<file path="src/rtl/sr_pkg.sv">
// sr_pkg: shared FSM encoding, op codes and default sizing for the SR bank arbiter.
package sr_pkg;

    typedef enum logic [1:0] {IDLE, DRIVE, RECOVER} state_t;

    localparam logic [1:0] OP_NOP = 2'b00;
    localparam logic [1:0] OP_SET = 2'b01;
    localparam logic [1:0] OP_RST = 2'b10;
    localparam logic [1:0] OP_ILL = 2'b11;

    localparam int DEF_N_BITS    = 4;
    localparam int DEF_PULSE_LEN = 2;

endpackage

</file>
<file path="src/rtl/sr_rr_arb2.sv">
// sr_rr_arb2: two-requester round-robin arbiter; bit 0 is A, bit 1 is B.
module sr_rr_arb2 (
    input  logic       clk,
    input  logic       rst,
    input  logic       en,
    input  logic [1:0] req,
    output logic [1:0] gnt
);

    logic last_b;

    // On a tie the requester that did not win last time takes it.
    assign gnt[0] = req[0] & (~req[1] | last_b);
    assign gnt[1] = req[1] & (~req[0] | ~last_b);

    always_ff @(posedge clk or posedge rst)
        if (rst)
            last_b <= 1'b1;
        else if (en && |req)
            last_b <= gnt[1];

endmodule

</file>
<file path="src/rtl/sr_bank_arbiter.sv">
// sr_bank_arbiter: arbitrates two requesters issuing set/reset pulses onto a shared SR bank.
module sr_bank_arbiter
    import sr_pkg::*;
#(
    parameter int N_BITS    = DEF_N_BITS,
    parameter int PULSE_LEN = DEF_PULSE_LEN,
    localparam int IW       = (N_BITS > 1) ? $clog2(N_BITS) : 1
) (
    input  logic              clk,
    input  logic              rst,
    input  logic              req_a,
    input  logic [1:0]        op_a,
    input  logic [IW-1:0]     idx_a,
    input  logic              req_b,
    input  logic [1:0]        op_b,
    input  logic [IW-1:0]     idx_b,
    output logic              gnt_a,
    output logic              gnt_b,
    output logic              err,
    output logic [N_BITS-1:0] s_out,
    output logic [N_BITS-1:0] r_out,
    output logic              busy
);

    state_t              state;
    logic [3:0]          cnt;
    logic [1:0]          win;
    logic                can_take;
    logic [1:0]          op_w;
    logic [IW-1:0]       idx_w;
    logic                bad_w;
    logic                drive_w;
    logic [N_BITS-1:0]   bit_w;

    // The closing edge of RECOVER arbitrates too, giving one command per PULSE_LEN+1 cycles.
    assign can_take = (state == IDLE) || (state == RECOVER);

    sr_rr_arb2 u_arb (
        .clk (clk),
        .rst (rst),
        .en  (can_take),
        .req ({req_b, req_a}),
        .gnt (win)
    );

    assign op_w    = win[1] ? op_b : op_a;
    assign idx_w   = win[1] ? idx_b : idx_a;
    assign bad_w   = (op_w == OP_ILL) || (int'(idx_w) >= N_BITS);
    assign drive_w = |win && !bad_w && (op_w != OP_NOP);
    assign bit_w   = N_BITS'(1) << idx_w;

    always_ff @(posedge clk or posedge rst) begin
        if (rst) begin
            state <= IDLE;
            cnt   <= '0;
            gnt_a <= 1'b0;
            gnt_b <= 1'b0;
            err   <= 1'b0;
            busy  <= 1'b0;
            s_out <= '0;
            r_out <= '0;
        end else begin
            gnt_a <= can_take & win[0];
            gnt_b <= can_take & win[1];
            err   <= can_take & |win & bad_w;
            case (state)
                IDLE, RECOVER: begin
                    s_out <= (drive_w && op_w == OP_SET) ? bit_w : '0;
                    r_out <= (drive_w && op_w == OP_RST) ? bit_w : '0;
                    state <= drive_w ? DRIVE : IDLE;
                    busy  <= drive_w;
                    cnt   <= drive_w ? 4'(PULSE_LEN - 1) : '0;
                end
                DRIVE: begin
                    if (cnt == '0) begin
                        state <= RECOVER;
                        s_out <= '0;
                        r_out <= '0;
                    end else
                        cnt <= cnt - 4'd1;
                end
                default: begin
                    state <= IDLE;
                    busy  <= 1'b0;
                    s_out <= '0;
                    r_out <= '0;
                end
            endcase
        end
    end

endmodule

</file>
<file path="config.mk">
export PLATFORM = sky130hd
export DESIGN_NAME = sr_bank_arbiter
export DESIGN_NICKNAME = d
export VERILOG_FILES = /design/src/rtl/sr_pkg.sv /design/src/rtl/sr_rr_arb2.sv /design/src/rtl/sr_bank_arbiter.sv
export SDC_FILE = /design/constraint.sdc
export NUM_CORES = 1
export LEC_CHECK = 0
export CAP_MARGIN = 10
export CORE_MARGIN = 4
export CORE_UTILIZATION = 48
export CTS_BUF_LIST = sky130_fd_sc_hd__clkbuf_16
export CTS_CLUSTER_DIAMETER = 100
export CTS_CLUSTER_SIZE = 24
export DETAILED_ROUTE_END_ITERATION = 16
export PLACE_DENSITY = 0.79
export SYNTH_ARGS = -nofsm -noshare
export SYNTH_HDL_FRONTEND = slang
export SYNTH_SLANG_ARGS = --single-unit
</file>
<file path="constraint.sdc">
create_clock -name clk -period 2.14 [get_ports clk]
set_input_delay 0.428 -clock clk [delete_from_list [all_inputs] [get_ports clk]]
set_output_delay 0.428 -clock clk [all_outputs]
set_load 0.02 [all_outputs]
</file>
==> flow_metrics.tcl <==
set metrics [dict create \
    p_leak_nw 0.563 \
    cts_resized 0 \
    nNetsFinal 132 \
    place_area_sq_um 1250 \
    num_rows 16 \
    vias_per_cell 5.43 \
    fin_skew_ns 0.00548 \
    ys_seq_area_share_pct 47.4 \
    num-fill-cells 148 \
    cp_max_fo 2 \
    syn_nets 106 \
    path_class "reg2out" \
    crit_slowest_cell "clkdlybuf4s50_1" \
    clk_pin_slew_ns 0.06 \
    grt.met2_usage_pct 26.6 \
    die_h_microns 53.8 \
    critical_path.max_stage_delay_ns 0.62 \
    min_path_cells 1 \
    final_core_util_pct 67.4 \
    syn-cell-area_sq_um 1000 \
    hold_viol 0 \
    die_area_sq_um 2890 \
    dr.pass1.iters 4 \
    worstPathArrival_ns 1.25 \
    overflow 0 \
    grt_util_met1_pct 24.1 \
    timing.critical_path.buf_inv 1 \
    die_w_microns 53.8 \
    final_cell_mix "clkdlybuf4s50_1 (23), dfrtp_1 (18), mux2i_1 (7)" \
    io_pins 24 \
    critPathCaptureType "output pin" \
    power.density_nw_per_um2 1140 \
    syn_avg_cell_area_sq_um 10.9 \
    fin_setup_tns_ns 0 \
    cts_hold_buffers 0 \
    crit_path_start_kind "flip-flop" \
    rsz0062_at_grt "no" \
    syn_inst 92 \
    layout-drive-gt1-share_pct 10.3 \
    io_buffers 23 \
    routedWlPerCell_microns 14.7 \
    hp-class "reg2reg" \
    period_share_pct 78.2 \
    antenna_cells 0 \
    grt_max_degree 20 \
    cp_data_required_time_ns 1.71 \
    hold_end "state[1]" \
    post_cts_buffers 0 \
    maxCapViolations 0 \
    drt_iter0_drc 5 \
    clock_latency_ns 0.25 \
    tightest_slew_ns 0.487 \
    grt-busiest-layer "met2" \
    start_util_pct 50.7 \
    finalCriticalPeriod_ns 1.67 \
    fin_area_sq_um 1340 \
    slew_viol_final 0 \
    gp_congestion 0.851 \
    final_common_cell "clkdlybuf4s50_1" \
    grtUsageMet3_pct 4.43 \
    cts.sinks 19 \
    crit_family "buffers and inverters" \
    relSlewSlack_pct 67.6 \
    synthArstFlopShare_pct 100 \
    yosysWarnings 0 \
    worstRegToRegCells 5 \
    grtUsageTotal_pct 17.9 \
    status "completed" \
    grt_pass1_vias 813 \
    cts_buffer_depth 2 \
    vias 782 \
    ys_seq_elements 19 \
    hpwl_mm 1.50 \
    worst-path-stages 1 \
    ys.flop_type "dfrtp_1" \
    cts_buffers 3 \
    antenna_found_initial 0 \
    synthToLayoutAreaGrowth_pct 32.9 \
    synth_cell_types 33 \
    wirelength_mm 2.12 \
    finalSetupViolCount 0 \
    peakVddDrop_mv 0.660 \
    h-tree-depth 1 \
    reg2reg_slack_ns 0.47 \
    rr_startpoint "cnt[0]" \
    drc 0 \
    clock-root-buffer "clkbuf_16" \
    grt_pass1_wl_mm 3.65 \
    core_sq_um 1980 \
    ant_nets 0 \
    clock.fmax_mhz 597 \
    synth_edf_count 0 \
    hp-start "state[1]" \
    r2r_end "r_out[3]" \
    cts_tree "done" \
    cp_cell_sequence "clkdlybuf4s50_1" \
]
power breakdown:
part / total (W) / switching, W / internal, W
Clock: 0.000383 / 0.000132 / 0.000250
Combinational: 0.000563 / 0.000298 / 0.000264
Sequential: 0.000571 / 0.000105 / 0.000466
Total: 0.00152 / 0.000535 / 0.000981
logic make-up (layout without fill, tap and decap cells):
kind of cell	Yosys count	count (layout)	share of synthesized area, %
AO/OA/AOI/OAI	22	22	17.4
XOR/XNOR	2	2	1.74
adder cells (fa/ha/maj)	2	2	2.49
buffers and inverters	10	35	5.48
flip-flops	19	19	47.4
multiplexers	7	7	6.97
AND/OR/NAND/NOR	30	30	18.4
worst max-delay path by stage:
stage | end | from | slack, ns
after floorplan | s_out[3] | cnt[0] | 0.51
after global placement | r_out[0] | req_b | 0.35
after detailed placement | s_out[2] | req_b | 0.32
after CTS | r_out[2] | r_out[2] | 0.46
after global routing | r_out[3] | cnt[0] | 0.36
final | r_out[2] | r_out[2] | 0.47
sequential cells by signal, summed over array words and instances, names as in the netlist:
name	flops
gnt_b	1
state	2
cnt	4
busy	1
s_out	4
u_arb.last_b	1
err	1
r_out	4
gnt_a	1
worst register-to-register path, stage by stage (launching register included):
cell,delay [ns]
dfrtp_1,0.42
inv_1,0.10
ha_1,0.13
or3b_1,0.45
and2_4,0.22
a22o_1,0.24
layer usage:
metal	vias to the layer above	wire length [microns]	part of all wire (%)
met3	6	93	4.4
li1	391	-	-
met1	364	996	47
met5	-	0	0
met2	21	984	46
met4	0	43	2.0
area by class of cell:
type | count | area [sq um] | area share (%)
well taps | 27 | 33.8 | 2.53
repair buffers | 26 | 253 | 18.9
multi-input cells | 63 | 473 | 35.4
inverters | 5 | 18.8 | 1.41
flip-flops and latches | 19 | 477 | 35.7
clock buffers | 3 | 75.1 | 5.62
clock inverters | 1 | 5.00 | 0.375
synth_stat cells, types with 2 or more instances:
master	count	area, sq um
nor2b_1	5	31.3
mux2i_1	7	70.1
a32o_1	2	20.0
nor3b_1	4	30.0
a32oi_1	3	26.3
nand2_1	3	11.3
nand3_1	4	20.0
buf_2	2	10.0
nand3b_1	3	22.5
a21oi_1	3	15.0
a211oi_1	3	22.5
inv_1	4	15.0
xor2_1	2	17.5
dfrtp_1	18	450
a22o_1	2	17.5
buf_6	2	22.5
ha_1	2	25.0
o2bb2ai_1	5	43.8
nor3_1	4	20.0
per-stage QoR:
| step | hold WS (ns) | cells | total power, W | setup WS [ns] |
|---|---|---|---|---|
| final | 0.476 | 144 | 0.00152 | 0.466 |
| after global routing | 0.508 | 144 | 0.00163 | 0.358 |
| after CTS | 0.475 | 144 | 0.00153 | 0.465 |
| after detailed placement | 0.469 | 140 | 0.00114 | 0.318 |
| after global placement | 0.454 | 140 | 0.00112 | 0.351 |
| after floorplan | 0.378 | 92 | 0.00100 | 0.506 |
(Power assumes the default switching activity.)
